File: config.mk
export PLATFORM = sky130hd
export DESIGN_NAME = uart8_receiver
export DESIGN_NICKNAME = d
export VERILOG_FILES = /design/src/rtl/uart8_receiver_pkg.sv /design/src/rtl/uart_rx_sync.sv /design/src/rtl/uart8_receiver.sv
export SDC_FILE = /design/constraint.sdc
export NUM_CORES = 1
export LEC_CHECK = 0
export ABC_AREA = 1
export CORE_ASPECT_RATIO = 1.1
export CORE_MARGIN = 2
export CORE_UTILIZATION = 50
export CTS_CLUSTER_DIAMETER = 150
export CTS_CLUSTER_SIZE = 24
export DETAILED_ROUTE_END_ITERATION = 10
export GPL_ROUTABILITY_DRIVEN = 0
export GPL_TIMING_DRIVEN = 0
export PLACE_DENSITY = 0.74
export SYNTH_ARGS = -nofsm -noshare
export SYNTH_HDL_FRONTEND = slang
export SYNTH_SLANG_ARGS = --single-unit
File: constraint.sdc
create_clock -name clk -period 1.3 [get_ports clk]
set_input_delay 0.26 -clock clk [delete_from_list [all_inputs] [get_ports clk]]
set_output_delay 0.26 -clock clk [all_outputs]
set_load 0.01 [all_outputs]
File: src/rtl/uart8_receiver_pkg.sv
// Shared definitions for the UART link: state codes and the default
// oversampling ratio, so the transmitter-side baud divider and the receiver
// agree on a single value.
package uart8_receiver_pkg;

  // Clock cycles per bit period (must be even and >= 4).
  localparam int unsigned OversampleDefault = 16;

  // Link state codes shared by transmitter and receiver.
  typedef enum logic [2:0] {
    StReset    = 3'd0,
    StIdle     = 3'd1,
    StStartBit = 3'd2,
    StDataBits = 3'd3,
    StStopBit  = 3'd4
  } uart_state_e;

endpackage

File: src/rtl/uart_rx_sync.sv
// Two-flop synchroniser for the asynchronous rx line plus a previous-value
// flop used for falling-edge detection. All flops reset to 1 (idle line).
//   clk    : sampling clock
//   rst    : asynchronous, active-high reset
//   rx     : raw asynchronous serial input
//   rx_s   : synchronised rx
//   rx_s_d : rx_s delayed by one cycle
module uart_rx_sync (
  input  logic clk,
  input  logic rst,
  input  logic rx,
  output logic rx_s,
  output logic rx_s_d
);

  logic meta;

  always_ff @(posedge clk or posedge rst) begin
    if (rst) begin
      meta   <= 1'b1;
      rx_s   <= 1'b1;
      rx_s_d <= 1'b1;
    end else begin
      meta   <= rx;
      rx_s   <= meta;
      rx_s_d <= rx_s;
    end
  end

endmodule

File: src/rtl/uart8_receiver.sv
// 8N1 UART receiver, LSB first, running on an oversampled clock. Each bit is
// sampled at its midpoint; a good frame updates out with a one-cycle done
// pulse, a zero stop bit gives a one-cycle err pulse and leaves out alone.
//   clk  : oversampled clock (OVERSAMPLE x baud)
//   rst  : asynchronous, active-high reset
//   en   : tick enable; 0 freezes FSM, counters and data (sync keeps running)
//   rx   : asynchronous serial line, idle high
//   out  : last correctly received byte
//   done : one-cycle pulse, out holds a new byte
//   err  : one-cycle pulse, framing error
//   busy : frame reception in progress
module uart8_receiver
  import uart8_receiver_pkg::*;
#(
  parameter int unsigned OVERSAMPLE = OversampleDefault
) (
  input  logic       clk,
  input  logic       rst,
  input  logic       en,
  input  logic       rx,
  output logic [7:0] out,
  output logic       done,
  output logic       err,
  output logic       busy
);

  localparam int unsigned CntW = $clog2(OVERSAMPLE);
  localparam logic [CntW-1:0] MidCnt = CntW'(OVERSAMPLE / 2 - 1);
  localparam logic [CntW-1:0] EndCnt = CntW'(OVERSAMPLE - 1);

  uart_state_e     state;
  logic [CntW-1:0] cnt;
  logic [2:0]      bit_idx;
  logic [7:0]      data;
  logic            rx_s;
  logic            rx_s_d;

  uart_rx_sync u_sync (
    .clk    (clk),
    .rst    (rst),
    .rx     (rx),
    .rx_s   (rx_s),
    .rx_s_d (rx_s_d)
  );

  always_ff @(posedge clk or posedge rst) begin
    if (rst) begin
      state   <= StIdle;
      cnt     <= '0;
      bit_idx <= 3'd0;
      data    <= 8'h00;
      out     <= 8'h00;
      done    <= 1'b0;
      err     <= 1'b0;
      busy    <= 1'b0;
    end else begin
      done <= 1'b0;
      err  <= 1'b0;
      if (en) begin
        case (state)
          StIdle: begin
            busy    <= 1'b0;
            cnt     <= '0;
            bit_idx <= 3'd0;
            // Edge-triggered so a held-low line (break) never starts a frame.
            if (rx_s_d && !rx_s) begin
              state <= StStartBit;
              busy  <= 1'b1;
            end
          end
          StStartBit: begin
            if (cnt == MidCnt) begin
              cnt <= '0;
              if (!rx_s) begin
                state <= StDataBits;
              end else begin
                // Line went high again before mid start bit: glitch.
                state <= StIdle;
                busy  <= 1'b0;
              end
            end else begin
              cnt <= cnt + 1'b1;
            end
          end
          StDataBits: begin
            if (cnt == EndCnt) begin
              cnt           <= '0;
              data[bit_idx] <= rx_s;
              if (bit_idx == 3'd7) begin
                bit_idx <= 3'd0;
                state   <= StStopBit;
              end else begin
                bit_idx <= bit_idx + 3'd1;
              end
            end else begin
              cnt <= cnt + 1'b1;
            end
          end
          StStopBit: begin
            if (cnt == EndCnt) begin
              cnt   <= '0;
              busy  <= 1'b0;
              state <= StIdle;
              if (rx_s) begin
                out  <= data;
                done <= 1'b1;
              end else begin
                err <= 1'b1;
              end
            end else begin
              cnt <= cnt + 1'b1;
            end
          end
          default: begin
            // StReset and unused encodings fall back to idle.
            state   <= StIdle;
            busy    <= 1'b0;
            cnt     <= '0;
            bit_idx <= 3'd0;
          end
        endcase
      end
    end
  end

endmodule

==> summary.txt, run 1 <==
Status
  • Status: finished with violations
  • Failing checks: negative setup slack

Yosys
  • Synth warn: 0
  • #FFs+latches synth: 32
  • Mapped Cells: 172
  • Synth unique cells: 32
  • Top cells by area, synth: dfrtp_1 44%, nand2_1 13%, dfstp_2 6.7%, nand3_1 4.1%, o21ai_1 3.8%
  • Synth Flop Type: dfrtp_1
  • Synthesized area per cell: 9.17 um^2
  • Async SR Flop Fraction: 1.00
  • Post-Syn Nets: 179
  • Netlist Area Pre-Place: 1580 um^2
  • Top cell type by total area after synthesis: dfrtp_1
  • Post-synth EDFFs: 0
  • Top cell type's share of synthesized area: 0.444
  • Seq/Total Area, Yosys: 0.511

Timing
  • Final Hold Fails: 0
  • Setup Viol. Count Final: 25
  • RSZ-0062 raised after global routing: true
  • Setup TNS: -1490 ps
  • Tcrit/Tclk final: 1.10
  • Fmax: 0.697 GHz
  • Tmin final: 1430 ps
  • Max-slew violation count: 0
  • Slew HR: 0.557
  • Worst-margin pin slew: 663 ps
  • Clk_skew: 6.63 ps
  • Final worst slack: -135 ps

Route
  • Wire per inst: 14.4 um
  • TritonRoute pass-1 iters: 4
  • Mean number of vias per cell: 5.43
  • Routed Antenna Nets: 0
  • Total number of vias: 1378
  • Final WL: 3.65 mm
  • Iteration-0 DRC Markers: 66
  • DRC: 0

Clocking
  • CTS Buf Count: 5
  • Root buf cell: clkbuf_4
  • H-Tree Depth: 2
  • Clk_lat worst skew: 350 ps
  • Num Clock Sinks: 32
  • # hold bufs at CTS: 0
  • CTS tree: yes
  • Clock Path Buffers: 2
  • Worst-path clk slew: 100 ps

Run
  • Max cap viols: 0

Placement
  • Post-DP HPWL: 2.01 mm
  • Worst slack, placed: -434 ps
  • DP Cell Count: 219
  • DP Area: 1750 um^2
  • # port buffers: 13

Critical path
  • Critical Path AT: 1720 ps
  • Crit. End Element: register
  • WP data required: 1580 ps
  • CP Class: register to register
  • R2R Setup Slk: -130 ps
  • CP Max Fanout: 6
  • FF-to-FF path depth: 8
  • Worst setup SP type: register

Layout
  • Cell area after layout: 2200 um^2
  • Syn-to-layout area delta: 39.3%
  • Leading cell types in the layout, fill and taps excluded: 45 x nand2_1, 25 x dfrtp_1, 22 x buf_4
  • Layout net count: 226
  • Finished Layout Cells: 254
  • Register Area: 810 um^2
  • Layout cell share with drive strength beyond 1: 0.418
  • Multi-input gate area: 847 um^2
  • N_diodes: 0
  • Commonest non-fill, non-tap cell in the layout: nand2_1
  • Layout filler cell count: 198

Global routing
  • Remaining global-route overflow: 0
  • Global-route wire length before repair: 5.71 mm
  • Vias in the first global route: 1267
  • Gr usage total: 0.210
  • Initial antenna violation count: 0
  • Largest net degree at the start of global routing: 33

Power and ir drop
  • Peak supply drop: 1280 uV
  • Power, Total: 3.51 mW
  • P_leak: 1.10 nW
  • Power density over the cells: 1600 nW/um^2

Min path
  • HP Class: primary input to register
  • Hold path depth: 2

Floorplanning
  • Die Wd: 57.6 um
  • Cell Rows: 21
  • Chip Height: 62.9 um
  • Starting Density: 0.522
  • Core area: 3020 um^2
  • DIE AREA: 3620 um^2
  • I/O Pins: 15
==> state kept, by name (all words and copies together) (netlist names) <==
register,flops
busy,1
u_sync.meta,1
u_sync.rx_s,1
err,1
out,8
cnt,4
data,8
bit_idx,3
done,1
state,3
u_sync.rx_s_d,1
==> kinds of logic after synthesis <==
| family | after synthesis | share of synthesized area |
|---|---|---|
| simple gates | 97 | 0.315 |
| flops | 32 | 0.511 |
| compound gates | 22 | 0.0872 |
| buf+inv | 17 | 0.0579 |
| fa+ha+maj | 3 | 0.0238 |
| xor+xnor | 1 | 0.00555 |
==> what timing repair did <==
action,4_1_cts,5_1_grt
setup buffers,9,18
gates cloned,2,0
pin swaps,10,9
endpoints found under the hold margin,0,0
setup endpoints to repair,64,34
gates resized for setup,45,12
==> metal layers <==
metal | GRT usage | vias to the layer above | routed length, um
met5 | 0 | - | 0
met4 | 0.108 | 0 | 108
met3 | 0.0435 | 10 | 240
met2 | 0.331 | 55 | 1780
met1 | 0.270 | 652 | 1530
li1 | - | 661 | -
==> report_power, final <==
group / leakage (nW) / internal [mW] / switching [mW]
combinational: 0.636 / 0.622 / 0.879
sequential: 0.426 / 1.12 / 0.139
clock: 0.0422 / 0.403 / 0.351
total: 1.10 / 2.15 / 1.37
==> per-stage QoR <==
| stage | util | hold WS [ps] |
|---|---|---|
| 6_report | 0.728 | 160 |
| 5_1_grt | 0.728 | 161 |
| 4_1_cts | 0.676 | 160 |
| 3_5_place_dp | 0.579 | 349 |
| 3_3_place_gp | 0.579 | 348 |
| 2_1_floorplan | - | 264 |
==> path summary, 6_finish.rpt <==
path / to / from
max reg2reg: state[1]$_DFFE_PP0P_ / state[0]$_DFFE_PP1P_
max: state[1]$_DFFE_PP0P_ / state[0]$_DFFE_PP1P_
min reg2reg: u_sync.rx_s$_DFF_PP1_ / u_sync.meta$_DFF_PP1_
min in group asynchronous: state[1]$_DFFE_PP0P_ / rst
max in group asynchronous: bit_idx[0]$_DFFE_PP0P_ / rst
min: cnt[3]$_DFFE_PP0P_ / en
==> worst max-delay path, stage by stage (launching register included) <==
cell	delay (ps)
dfstp_2	650
nand2_4	90
nor2_8	160
nand2_4	100
nand2_4	80
nor2_4	40
nand2_2	80
nand2_1	80
nand2_1	80
==> synthesized netlist by cell type (3+ instances only) <==
library cell,count
dfrtp_1,28
dfstp_2,4
nand2_4,3
nand2_2,5
nor2_1,7
o21ai_1,12
nand3_1,13
ha_1,3
nand2_1,56
inv_1,11
==> layout make-up <==
cell class	instances	share of cell area
Buffer	2	0.0131
Timing Repair Buffer	38	0.143
Clock inverter	2	0.0159
Multi-Input combinational cell	124	0.385
Sequential cell	32	0.368
Tap cell	34	0.0194
Clock buffer	6	0.0188
Inverter	15	0.0319
Timing Repair inverter	1	0.00398
Note: power is estimated with default switching activity, not from simulation.
==> run 2: changes to the inputs <==
GPL_TIMING_DRIVEN = 1   (was 0)
MAX_ROUTING_LAYER = met4   (was not set)
==> summary.txt, run 2 (synthesized netlist as in run 1, its figures left out) <==
Status
  • Status: finished with violations (unchanged)
  • Failing checks: negative setup slack (unchanged)

Floorplanning
  • DIE AREA: 3620 um^2 (unchanged)
  • Core area: 3020 um^2 (unchanged)
  • Starting Density: 0.522 (unchanged)
  • Chip Height: 62.9 um (unchanged)
  • Die Wd: 57.6 um (unchanged)
  • Cell Rows: 21 (unchanged)
  • I/O Pins: 15 (unchanged)

Critical path
  • FF-to-FF path depth: 5 (was 8)
  • R2R Path Start: state[0]$_DFFE_PP1P_ (unchanged)
  • Critical Path AT: 1630 ps (was 1720 ps)
  • R2R Setup Slk: -100 ps (was -130 ps)
  • Worst setup startpoint: state[0]$_DFFE_PP1P_ (unchanged)
  • Worst path bufs/invs: 1 (was 0)
  • Setup crit end: cnt[3]$_DFFE_PP0P_ (was state[1]$_DFFE_PP0P_)
  • Crit. End Element: register (unchanged)
  • CP Max Fanout: 5 (was 6)
  • Worst setup SP type: register (unchanged)
  • Reg2reg end: cnt[3]$_DFFE_PP0P_ (was state[1]$_DFFE_PP0P_)
  • Crit-path cells: inv_1 -> a21oi_1 -> nor2_1 -> nand2_1 -> a21oi_2 (was nand2_4 -> nor2_8 -> nand2_4 -> nand2_4 -> nor2_4 -> nand2_2 -> nand2_1 -> nand2_1)
  • Total stage count of the critical path: 5 (was 8)
  • CP max stage cell: dfstp_2 (unchanged)
  • Crit path max-delay family: flip-flops (was simple AND/OR/NAND/NOR gates)
  • Max stage delay on crit path: 620 ps (was 650 ps)
  • CP Class: register to register (unchanged)
  • WP data required: 1530 ps (was 1580 ps)

Global routing
  • Vias in the first global route: 1317 (was 1267)
  • Initial antenna violation count: 0 (unchanged)
  • Gr usage total: 0.206 (was 0.210)
  • Largest net degree at the start of global routing: 33 (unchanged)
  • Remaining global-route overflow: 0 (unchanged)
  • Global-route wire length before repair: 5.53 mm (was 5.71 mm)

Timing
  • Final worst slack: -97.6 ps (was -135 ps)
  • Tmin final: 1400 ps (was 1430 ps)
  • Worst-margin pin slew: 310 ps (was 663 ps)
  • Fmax: 0.716 GHz (was 0.697 GHz)
  • Tcrit/Tclk final: 1.08 (was 1.10)
  • Slew HR: 0.793 (was 0.557)
  • Final Hold Fails: 0 (unchanged)
  • Clk_skew: 14.3 ps (was 6.63 ps)
  • Max-slew violation count: 0 (unchanged)
  • Setup Viol. Count Final: 15 (was 25)
  • RSZ-0062 raised after global routing: true (unchanged)
  • Worst hold slack: 241 ps (was 160 ps)

Clocking
  • CTS Buf Count: 5 (unchanged)
  • Clock Path Buffers: 2 (unchanged)
  • Num Clock Sinks: 32 (unchanged)
  • Root buf cell: clkbuf_4 (unchanged)
  • H-Tree Depth: 2 (unchanged)
  • CTS tree: yes (unchanged)
  • Clk_lat worst skew: 350 ps (about the same)
  • Worst-path clk slew: 110 ps (was 100 ps)

Route
  • Total number of vias: 1373 (was 1378)
  • DRC: 0 (unchanged)
  • Iteration-0 DRC Markers: 29 (was 66)
  • TritonRoute pass-1 iters: 4 (unchanged)
  • Final WL: 3.62 mm (was 3.65 mm)
  • Routed Antenna Nets: 0 (unchanged)
  • Mean number of vias per cell: 5.30 (was 5.43)
  • Wire per inst: 14.0 um (was 14.4 um)

Run
  • Max cap viols: 0 (unchanged)

Placement
  • Post-DP HPWL: 2.24 mm (was 2.01 mm)
  • # port buffers: 14 (was 13)
  • Worst slack, placed: -278 ps (was -434 ps)

Layout
  • Syn-to-layout area delta: 41.3% (was 39.3%)
  • Layout filler cell count: 209 (was 198)
  • N_diodes: 0 (unchanged)
  • Layout cell share with drive strength beyond 1: 0.404 (was 0.418)
  • Commonest non-fill, non-tap cell in the layout: nand2_1 (unchanged)
  • Largest regs: data: 8 flops, out: 8 flops, cnt: 4 flops (unchanged)
  • Leading cell types in the layout, fill and taps excluded: 52 x nand2_1, 27 x buf_4, 25 x dfrtp_1 (was 45 x nand2_1, 25 x dfrtp_1, 22 x buf_4)
  • Layout net count: 231 (was 226)

Power and ir drop
  • P_leak: 1.10 nW (about the same)
  • Power density over the cells: 1580 nW/um^2 (was 1600 nW/um^2)
  • Peak supply drop: 1040 uV (was 1280 uV)
  • Power, Total: 3.51 mW (about the same)

Min path
  • HP Class: primary input to asynchronous set/reset pin (was primary input to register)
==> run 2: layer usage <==
layer / track usage / wire [um] / share of wire
met1: 0.231 / 1540 / 0.43
met2: 0.341 / 1840 / 0.51
met3: 0.0559 / 149 / 0.041
met4: 0.0872 / 95 / 0.026
met5: - / 0 / 0
==> run 2: how the worst min path moves through the flow <==
stage | endpoint | slack [ps] | cells past startpoint
2_1_floorplan | u_sync.meta$_DFF_PP1_ | 260 | 0
4_1_cts | out[6]$_DFFE_PP0P_ | 250 | 3
3_3_place_gp | u_sync.rx_s$_DFF_PP1_ | 350 | 0
3_5_place_dp | u_sync.rx_s$_DFF_PP1_ | 350 | 0
5_1_grt | out[6]$_DFFE_PP0P_ | 260 | 3
6_report | out[6]$_DFFE_PP0P_ | 240 | 3
==> run 2: area by class of cell <==
cell class | instances | area [um^2] | area share
Sequential cell | 32 | 810 | 0.363
Timing Repair inverter | 1 | 6.26 | 0.00281
Clock inverter | 3 | 42.5 | 0.0191
Multi-Input combinational cell | 124 | 832 | 0.373
Clock buffer | 5 | 37.5 | 0.0168
Inverter | 15 | 66.3 | 0.0297
Timing Repair Buffer | 45 | 393 | 0.176
Tap cell | 34 | 42.5 | 0.0191
==> run 2: timing repair <==
action,in CTS,in global routing
gates resized for setup,25,30
cloned,0,2
setup endpoints to repair,34,31
pin swaps,3,8
buffers inserted,5,10
hold buffers,0,0
==> run 2: power by group <==
group	switching (mW)	leakage (nW)	internal, mW	total (mW)
Clock	0.377	0.0412	0.400	0.777
Sequential	0.139	0.426	1.12	1.26
Combinational	0.836	0.630	0.642	1.48
Total	1.35	1.10	2.16	3.51
==> run 2: worst reg2reg max path: cells and delay by family, from the launching register on <==
| kind | cells | cell delay, ps |
|---|---|---|
| AO/OA/AOI/OAI | 2 | 370 |
| buffers and inverters | 1 | 120 |
| flip-flops | 1 | 620 |
| AND/OR/NAND/NOR | 2 | 170 |
==> run 2: metrics by stage <==
stage | cells | util | cell area, um^2 | setup TNS (ps)
after floorplan | 172 | - | 1580 | 0
after detailed placement | 234 | 0.618 | 1870 | -5420
after global placement | 234 | 0.618 | 1870 | -4540
after CTS | 247 | 0.669 | 2020 | -380
after global routing | 259 | 0.738 | 2230 | -2480
final | 259 | 0.738 | 2230 | -550
